$ cat config.mk
export PLATFORM = sky130hd
export DESIGN_NAME = des_key_sched
export DESIGN_NICKNAME = d
export VERILOG_FILES = /design/src/rtl/des_pkg.sv /design/src/rtl/des_pc2.sv /design/src/rtl/des_key_sched.sv
export SDC_FILE = /design/constraint.sdc
export NUM_CORES = 1
export LEC_CHECK = 0
export CORE_ASPECT_RATIO = 1.75
export CORE_MARGIN = 2
export CORE_UTILIZATION = 70
export CTS_CLUSTER_SIZE = 20
export DETAILED_ROUTE_END_ITERATION = 7
export DONT_BUFFER_PORTS = 1
export GPL_TIMING_DRIVEN = 0
export PLACE_DENSITY = 0.87
export REMOVE_ABC_BUFFERS = 1
export SLEW_MARGIN = 5
export SYNTH_ARGS = -nofsm -noshare
export SYNTH_HDL_FRONTEND = slang
export SYNTH_HIERARCHICAL = 1
export SYNTH_SLANG_ARGS = --single-unit
$ cat constraint.sdc
create_clock -name clk -period 5 [get_ports clk]
set_input_delay 1 -clock clk [delete_from_list [all_inputs] [get_ports clk]]
set_output_delay 1 -clock clk [all_outputs]
set_load 0.01 [all_outputs]
$ cat src/rtl/des_pkg.sv
// Shared DES key-schedule constants: PC-1/PC-2 index tables, the shift schedule,
// the scheduler FSM state type and the MSB-first DES bit-numbering helper.
package des_pkg;

   typedef enum logic {ST_IDLE, ST_RUN} ks_state_t;

   // Entry i holds the DES input bit number that becomes output bit i+1.
   localparam int unsigned PC1 [56] = '{
      57, 49, 41, 33, 25, 17,  9,
       1, 58, 50, 42, 34, 26, 18,
      10,  2, 59, 51, 43, 35, 27,
      19, 11,  3, 60, 52, 44, 36,
      63, 55, 47, 39, 31, 23, 15,
       7, 62, 54, 46, 38, 30, 22,
      14,  6, 61, 53, 45, 37, 29,
      21, 13,  5, 28, 20, 12,  4
   };

   localparam int unsigned PC2 [48] = '{
      14, 17, 11, 24,  1,  5,
       3, 28, 15,  6, 21, 10,
      23, 19, 12,  4, 26,  8,
      16,  7, 27, 20, 13,  2,
      41, 52, 31, 37, 47, 55,
      30, 40, 51, 45, 33, 48,
      44, 49, 39, 56, 34, 53,
      46, 42, 50, 36, 29, 32
   };

   localparam int unsigned SHIFTS [16] = '{1, 1, 2, 2, 2, 2, 2, 2, 1, 2, 2, 2, 2, 2, 2, 1};

   // Vector index of DES bit n in a [width:1] vector where DES bit 1 is the MSB.
   function automatic int unsigned des_idx(input int unsigned n, input int unsigned width);
      return width + 1 - n;
   endfunction

endpackage

$ cat src/rtl/des_pc2.sv
// PC-2 selection: 56-bit C||D to the 48-bit round subkey, pure wiring.
module des_pc2
   import des_pkg::*;
(
   input  logic [56:1] cd,
   output logic [48:1] k
);

   for (genvar n = 1; n <= 48; n++) begin : g_bit
      assign k[des_idx(n, 48)] = cd[des_idx(PC2[n-1], 56)];
   end

endmodule

$ cat src/rtl/des_key_sched.sv
// Sequential DES key schedule: one 48-bit subkey per handshake, encrypt or decrypt order.
// Optional key parity check enabled by defining DES_KS_PARITY_CHECK_EN.
module des_key_sched
   import des_pkg::*;
(
   input  logic        clk,
   input  logic        rst,
   input  logic        start,
   input  logic [64:1] key,
   input  logic        decrypt,
   output logic [48:1] K,
   output logic        k_valid,
   input  logic        k_ready,
   output logic [3:0]  round,
   output logic        busy,
   output logic        done,
   output logic        key_err
);

   ks_state_t   state, state_nxt;
   logic [28:1] c, d;
   logic [4:0]  cnt;
   logic        dec_mode;
   logic [56:1] pc1_cd;
   logic        parity_ok;
   logic        load, adv, fin;
   logic [3:0]  sh_idx;
   logic        two_step;

   function automatic logic [28:1] rot_half(input logic [28:1] h, input logic right,
                                            input logic two);
      logic [28:1] r;
      case ({right, two})
         2'b00:   r = {h[27:1], h[28]};
         2'b01:   r = {h[26:1], h[28:27]};
         2'b10:   r = {h[1], h[28:2]};
         default: r = {h[2:1], h[28:3]};
      endcase
      return r;
   endfunction

   for (genvar i = 1; i <= 56; i++) begin : g_pc1
      assign pc1_cd[des_idx(i, 56)] = key[des_idx(PC1[i-1], 64)];
   end

`ifdef DES_KS_PARITY_CHECK_EN
   logic [7:0] byte_odd;
   for (genvar b = 0; b < 8; b++) begin : g_par
      assign byte_odd[b] = ^key[8*b+8:8*b+1];
   end
   assign parity_ok = &byte_odd;

   always_ff @(posedge clk or posedge rst) begin
      if (rst)
         key_err <= 1'b0;
      else if (state == ST_IDLE && start)
         key_err <= !parity_ok;
   end
`else
   logic [7:0] unused_parity_bits;
   for (genvar b = 0; b < 8; b++) begin : g_par
      assign unused_parity_bits[b] = key[8*b+1];
   end
   assign parity_ok = 1'b1;
   assign key_err   = 1'b0;
`endif

   always_ff @(posedge clk or posedge rst) begin
      if (rst)
         state <= ST_IDLE;
      else
         state <= state_nxt;
   end

   always_comb begin
      state_nxt = state;
      load      = 1'b0;
      adv       = 1'b0;
      fin       = 1'b0;
      k_valid   = 1'b0;
      busy      = 1'b0;
      case (state)
         ST_IDLE: begin
            if (start && parity_ok) begin
               load      = 1'b1;
               state_nxt = ST_RUN;
            end
         end
         ST_RUN: begin
            k_valid = 1'b1;
            busy    = 1'b1;
            if (k_ready) begin
               if (cnt == 5'd16) begin
                  fin       = 1'b1;
                  state_nxt = ST_IDLE;
               end else begin
                  adv = 1'b1;
               end
            end
         end
         default: state_nxt = ST_IDLE;
      endcase
   end

   // Encrypt looks up the shift of the next round (index cnt); decrypt undoes the
   // shift of the current round 17-cnt, i.e. index 16-cnt, which is -cnt mod 16.
   assign sh_idx   = dec_mode ? (4'd0 - cnt[3:0]) : cnt[3:0];
   assign two_step = (SHIFTS[sh_idx] == 2);

   always_ff @(posedge clk or posedge rst) begin
      if (rst) begin
         c        <= '0;
         d        <= '0;
         cnt      <= '0;
         dec_mode <= 1'b0;
         done     <= 1'b0;
      end else begin
         done <= fin;
         if (load) begin
            dec_mode <= decrypt;
            cnt      <= 5'd1;
            c        <= decrypt ? pc1_cd[56:29] : rot_half(pc1_cd[56:29], 1'b0, 1'b0);
            d        <= decrypt ? pc1_cd[28:1]  : rot_half(pc1_cd[28:1], 1'b0, 1'b0);
         end else if (adv) begin
            cnt <= cnt + 5'd1;
            c   <= rot_half(c, dec_mode, two_step);
            d   <= rot_half(d, dec_mode, two_step);
         end
      end
   end

   // 17-cnt and cnt both wrap 16 to 0 in four bits.
   assign round = dec_mode ? (4'd1 - cnt[3:0]) : cnt[3:0];

   des_pc2 u_pc2 (
      .cd ({c, d}),
      .k  (K)
   );

endmodule

==> reports/metrics.cfg, run 1 <==
[critical_path]
worstPathArrival_ns=4.20
crit_buf_inv=2
required_ns=5.23
crit_chain=inv_1 -> a211oi_4 -> o21a_1 -> a21o_2 -> buf_12 -> mux2_2 -> o211ai_1
cp-end-kind=flip-flop
crit_type=flip-flop to flip-flop
cp_max_fo=32
cpLargestDelayFamily=compound AO/OA/AOI/OAI gates
slowest_stage=dfrtp_1
cp-start-kind=flip-flop
slowest_delay_ns=1.00

[timing]
rsz0062_at_grt=no
hold_viol=0
whs_ns=0.551
worst_slew_pin_slew_ns=1.26
setup_viol=0
fin_crit_sh_pct=79.4
fin_skew_ns=0.00761
setup_tns_ns=0
fmax_mhz=252
setup_ws_ns=1.03
maxSlewHeadroom_pct=15.6
slew_violations=0
period_minus_slack_ns=3.97

[synthesis]
synthCells=677
synth_edf_count=0
syn_area_per_cell_um2=8.66
ys_seq_area_share_pct=27.3
synth.distinct_cells=44
ys.warnings.count=6
synth_area_mm2=0.00586
ys_seq_elements=64
synth_ff_type=dfrtp_1
ys_async_sr_fraction_pct=100

[clock_tree]
cts_buffers=9
hold_buffers=0
cts_setup_buffers=0
clock_sinks=64
cts_tree=done
worstSkewPairLatency_ns=0.34
clk_pin_slew_ns=0.06
cts_resized=0
root_buffer=clkbuf_16
htree_levels=3
cts_buffer_depth=2

[grt]
grt_first_pass_wirelength_um=23500
grt_max_degree=67
grt-ovfl-total=0
grt_pass1_vias=4871
grt_usage_pct=32.4
antenna_found_initial=0

[floorplanning]
dieArea_mm2=0.00915
die_y_um=125
num_rows=44
start_util_pct=71.5
fp.coreArea_mm2=0.00820
io_pins=125
die_w_um=73.2

[detailed_routing]
drtIter0Drc=468
wl_per_cell_um=21.7
dr.pass1.iters=5
dr_total_vias=4907
ant_nets=0
vias_per_cell=7.21
drc_errors=0
wl_um=14700

[hold_path]
hp-class=flip-flop to flip-flop

[power_and_ir_drop]
p_leak_nw=2.30
power_density_mw_per_mm2=765
peakVddDrop_mv=0.751
p_total_mw=4.38

[place]
io_buffers=0
placed_area_mm2=0.00544
dp_slack_ns=1.19
hpwl_um=9870
place_congestion=0.835

[final_layout]
diodes=0
stdcell_area_mm2=0.00573
drive_gt1_share_pct=12.2
synthToLayoutAreaGrowth_pct=-2.33
nNetsFinal=658
num-fill-cells=624

[run_status]
status=finished, final reports clean

[run]
maxCapViolCount=0

flip-flops by register name (all words and copies together), names as in the netlist:
| signal | count |
|---|---|
| d | 28 |
| cnt | 5 |
| done | 1 |
| c | 28 |
| state | 1 |
| dec_mode | 1 |
metrics by stage:
step | utilization, % | std cells
2_1_floorplan | - | 568
3_3_place_gp | 64.5 | 660
3_5_place_dp | 66.3 | 665
4_1_cts | 69.8 | 681
5_1_grt | 69.8 | 681
6_report | 69.8 | 681
tightest hold or removal path, cell delays in order, from the launching register on:
cell     delay, ns
dfrtp_1       0.34
or3_1         0.11
a21oi_1       0.06
cells in the final DEF (no fill, tap or decap), drive strengths merged, types with 2 or more instances in the layout:
master,count
mux2i,105
nand2,75
nor2,73
dfrtp,64
a31oi,58
mux2,49
o211ai,47
a211oi,18
inv,15
clkbuf,13
o31ai,11
o21ai,6
nand2b,6
nand3,5
ha,5
buf,5
nor3,4
a21oi,4
nor4bb,3
clkinv,3
xnor2,2
xor2,2
nor2b,2
or3,2
synth_stat cells, types with 2 or more instances:
library cell / instances / area [um2]
a211oi_1: 17 / 128
a21oi_1: 4 / 20.0
a31oi_1: 58 / 363
buf_1: 3 / 11.3
buf_2: 5 / 25.0
buf_4: 59 / 443
buf_6: 7 / 78.8
clkbuf_1: 35 / 131
dfrtp_1: 64 / 1600
ha_1: 5 / 62.6
inv_1: 15 / 56.3
mux2_1: 9 / 101
mux2_2: 38 / 428
mux2_4: 2 / 30.0
mux2i_1: 105 / 1050
nand2_1: 75 / 282
nand2b_1: 6 / 37.5
nand3_1: 5 / 25.0
nor2_1: 72 / 270
nor2b_1: 2 / 12.5
nor3_1: 3 / 15.0
nor4bb_1: 3 / 30.0
o211ai_1: 47 / 353
o21ai_0: 6 / 30.0
o31ai_1: 11 / 82.6
xnor2_1: 2 / 17.5
xor2_1: 2 / 17.5
cell families (layout without fill, tap and decap cells):
group | count (synthesis) | after routing | synth area share [%]
AOI/OAI and AO/OA | 150 | 150 | 18.0
xor gates and xnor gates | 4 | 4 | 0.598
adders and majority gates | 5 | 5 | 1.07
buffers and inverters | 124 | 36 | 12.7
DFF | 64 | 64 | 27.3
muxes | 154 | 154 | 27.5
other | 1 | 1 | 0.0640
and+or+nand+nor | 175 | 175 | 12.8
path summary, 6_finish.rpt:
path / from / to / slack, ns / cells past startpoint
min: cnt[4] / cnt[4] / 0.55 / 2
max in group asynchronous: rst / c[17] / 3.72 / 1
min in group asynchronous: rst / d[17] / 0.70 / 1
min reg2reg: cnt[4] / cnt[4] / 0.55 / 2
max reg2reg: dec_mode / c[7] / 1.03 / 7
max: dec_mode / c[7] / 1.03 / 7
cell type report:
class | instances | area [um2] | share of cell area (%)
clock inverters | 3 | 15.0 | 0.262
clock buffers | 13 | 270 | 4.72
repair buffers | 5 | 123 | 2.14
well taps | 92 | 115 | 2.01
flip-flops and latches | 64 | 1600 | 28.0
inverters | 15 | 58.8 | 1.03
multi-input cells | 489 | 3540 | 61.9
routing by layer:
metal	routed length (um)	global-route usage, %
met5	0	0
met4	729	19.3
met1	5300	35.9
met3	1080	8.46
met2	7640	53.9
power breakdown:
part / internal [mW] / switching (mW) / total [mW]
Clock: 0.374 / 0.238 / 0.611
Sequential: 0.741 / 0.480 / 1.22
Combinational: 1.15 / 1.40 / 2.55
Note: power is estimated with default switching activity, not from simulation.
==> inputs of run 2 (changes only) <==
--- a/config.mk
+++ b/config.mk
@@ -7,12 +7,12 @@
 export LEC_CHECK = 0
 export CORE_ASPECT_RATIO = 1.75
 export CORE_MARGIN = 2
-export CORE_UTILIZATION = 70
+export CORE_UTILIZATION = 66
 export CTS_CLUSTER_SIZE = 20
 export DETAILED_ROUTE_END_ITERATION = 7
 export DONT_BUFFER_PORTS = 1
 export GPL_TIMING_DRIVEN = 0
-export PLACE_DENSITY = 0.87
+export PLACE_DENSITY = 0.83
 export REMOVE_ABC_BUFFERS = 1
 export SLEW_MARGIN = 5
 export SYNTH_ARGS = -nofsm -noshare
==> constraint.sdc (replaced) <==
create_clock -name clk -period 3.8 [get_ports clk]
set_input_delay 0.76 -clock clk [delete_from_list [all_inputs] [get_ports clk]]
set_output_delay 0.76 -clock clk [all_outputs]
set_load 0.01 [all_outputs]
==> run 2 against run 1 <==
  * Final cell count grew 3.7%
  * First-iteration DRC count shrank 17%
  * Critical path depth grew 2
  * Wire length shrank 0.75%
  * Total power grew 31%
  * Sequential share of layout area shrank 0.064 points
  * Highest routed layer unchanged
  * Largest power group unchanged
==> reports/metrics.cfg, run 2 (synthesized netlist as in run 1, its figures left out) <==
[timing]
fmax_mhz=284  ; was 252 MHz
slew_violations=0  ; unchanged
setup_ws_ns=0.274  ; was 1.03 ns
fin_skew_ns=0.00704  ; was 0.00761 ns
maxSlewHeadroom_pct=35.9  ; was 15.6%
period_minus_slack_ns=3.53  ; was 3.97 ns
setup_tns_ns=0  ; unchanged
hold_viol=0  ; unchanged
fin_crit_sh_pct=92.8  ; was 79.4%
rsz0062_at_grt=no  ; unchanged
worst_slew_pin_slew_ns=0.960  ; was 1.26 ns
setup_viol=0  ; unchanged

[final_layout]
synthToLayoutAreaGrowth_pct=-2.03  ; was -2.33%
multiInputGateArea_mm2=0.00356  ; was 0.00354 mm2
seqCellArea_mm2=0.00160  ; about the same
reg_top3=c: 28 flops, d: 28 flops, cnt: 5 flops  ; unchanged
nNetsFinal=658  ; unchanged
layout_common_cells=mux2i_1 (105), nand2_1 (74), nor2_1 (71)  ; was mux2i_1 (105), nand2_1 (75), nor2_1 (71)
num-fill-cells=726  ; was 624
diodes=0  ; unchanged
drive_gt1_share_pct=12.7  ; was 12.2%
final_common_cell=mux2i_1  ; unchanged
final_util_pct=66.2  ; was 69.8%

[critical_path]
slowest_stage=nor2_4  ; was dfrtp_1
r2r_cells=9  ; was 7
worstReg2RegEnd=c[4]  ; was c[7]
required_ns=4.04  ; was 5.23 ns
r2r_start=cnt[1]  ; was dec_mode
crit_chain=inv_1 -> ha_1 -> nor4bb_1 -> or2_2 -> buf_12 -> nor2_4 -> nand2_1 -> mux2_1 -> o211ai_1  ; was inv_1 -> a211oi_4 -> o21a_1 -> a21o_2 -> buf_12 -> mux2_2 -> o211ai_1
worstPathArrival_ns=3.76  ; was 4.20 ns
r2r_setup_slack_ns=0.27  ; was 1.03 ns
crit_type=flip-flop to flip-flop  ; unchanged
cp-start-kind=flip-flop  ; unchanged
cp-end-kind=flip-flop  ; unchanged
cp_max_fo=41  ; was 32
slowest_delay_ns=0.73  ; was 1.00 ns

[floorplanning]
io_pins=125  ; unchanged
num_rows=45  ; was 44
die_y_um=129  ; was 125 um
dieArea_mm2=0.00968  ; was 0.00915 mm2
fp.coreArea_mm2=0.00867  ; was 0.00820 mm2
start_util_pct=67.6  ; was 71.5%
die_w_um=75.3  ; was 73.2 um

[detailed_routing]
drtIter0Drc=387  ; was 468
drc_errors=0  ; unchanged
dr_total_vias=4872  ; was 4907
wl_per_cell_um=20.7  ; was 21.7 um
vias_per_cell=6.90  ; was 7.21
dr.pass1.iters=5  ; unchanged
wl_um=14600  ; was 14700 um
ant_nets=0  ; unchanged

[power_and_ir_drop]
p_comb_share_pct=58.6  ; was 58.1%
p_leak_nw=2.28  ; was 2.30 nW
power.switching_mw=2.79  ; was 2.11 mW
peakVddDrop_mv=0.715  ; was 0.751 mV
p_clk_share_pct=13.2  ; was 14.0%
switching_share_pct=48.7  ; was 48.3%
p_seq_share_pct=28.2  ; was 27.9%
power_density_mw_per_mm2=996  ; was 765 mW/mm2
p_int_mw=2.94  ; was 2.26 mW

[place]
io_buffers=0  ; unchanged
place_congestion=0.874  ; was 0.835
dp_slack_ns=-0.211  ; was 1.19 ns
hpwl_um=9630  ; was 9870 um

[grt]
grt_usage_pct=31.1  ; was 32.4%
grt_pass1_vias=4742  ; was 4871
grtUsageMet2_pct=52.2  ; was 53.9%
grt_max_degree=65  ; was 67
grt-ovfl-total=0  ; unchanged
use_met3_pct=5.25  ; was 8.46%
antenna_found_initial=0  ; unchanged
met1_usage_pct=38.0  ; was 35.9%
grt-busiest-layer=met2  ; unchanged
grt_first_pass_wirelength_um=23600  ; was 23500 um

[run]
maxCapViolCount=0  ; unchanged

[clock_tree]
cts_setup_buffers=0  ; unchanged
cts_buffers=9  ; unchanged
htree_levels=3  ; unchanged
clk_pin_slew_ns=0.06  ; about the same
cts_buffer_depth=2  ; unchanged
clock_sinks=64  ; unchanged
worstSkewPairLatency_ns=0.34  ; about the same
root_buffer=clkbuf_16  ; unchanged
cts_tree=done  ; unchanged

[run_status]
status=finished, final reports clean  ; unchanged

[hold_path]
hp-class=primary input to async pin  ; was flip-flop to flip-flop

==> run 2: worst max-delay path by stage <==
stage                  start     to  slack, ns
floorplan           dec_mode  d[25]      -1.98
global placement    dec_mode  d[21]      -3.58
detailed placement  dec_mode  d[23]      -0.21
CTS                   cnt[0]  d[23]       0.10
global route          cnt[1]   c[4]       0.06
finish                cnt[1]   c[4]       0.27
==> run 2: power groups by stage <==
stage | clock [mW] | combinational, mW | sequential [mW]
global placement | 0 | 2.49 | 1.60
floorplan | 0 | 2.31 | 1.43
detailed placement | 0 | 3.28 | 1.62
global route | 0.783 | 3.62 | 1.67
CTS | 0.760 | 3.31 | 1.60
finish | 0.756 | 3.35 | 1.61
==> run 2: what timing repair did <==
| action | in CTS | in global routing |
|---|---|---|
| hold endpoints to repair | 0 | 0 |
| hold buffers | 0 | 0 |
| endpoints found under the setup margin | 17 | 3 |
| gates resized for setup | 2 | 2 |
==> run 2: worst max-delay path, delay by kind of cell (launching register included) <==
| kind | cells | cell delay [ns] |
|---|---|---|
| mux | 1 | 0.34 |
| buf+inv | 2 | 0.47 |
| flops | 1 | 0.51 |
| fa+ha+maj | 1 | 0.31 |
| simple gates | 4 | 1.69 |
| compound gates | 1 | 0.09 |
==> run 2: routing by layer <==
layer	up-vias	wire, um
met2	224	7620
met3	46	1030
li1	2225	-
met1	2377	5520
met5	-	0
met4	0	472
==> run 2: area by class of cell <==
type                    instances  share of cell area, %
inverters                      15                   1.02
multi-input cells             489                   62.0
clock inverters                 6                  0.632
clock buffers                  10                   3.99
well taps                     117                   2.55
flip-flops and latches         64                   27.9
repair buffers                  5                   1.87
==> run 2: metrics by stage <==
step / cells / hold WS [ns] / instance area (um2) / power (mW)
after floorplan: 568 / 0.514 / 5170 / 3.74
after global placement: 685 / 0.544 / 5320 / 4.09
after detailed placement: 690 / 0.549 / 5460 / 4.89
after CTS: 706 / 0.504 / 5730 / 5.68
after global routing: 706 / 0.518 / 5740 / 6.07
final: 706 / 0.452 / 5740 / 5.72
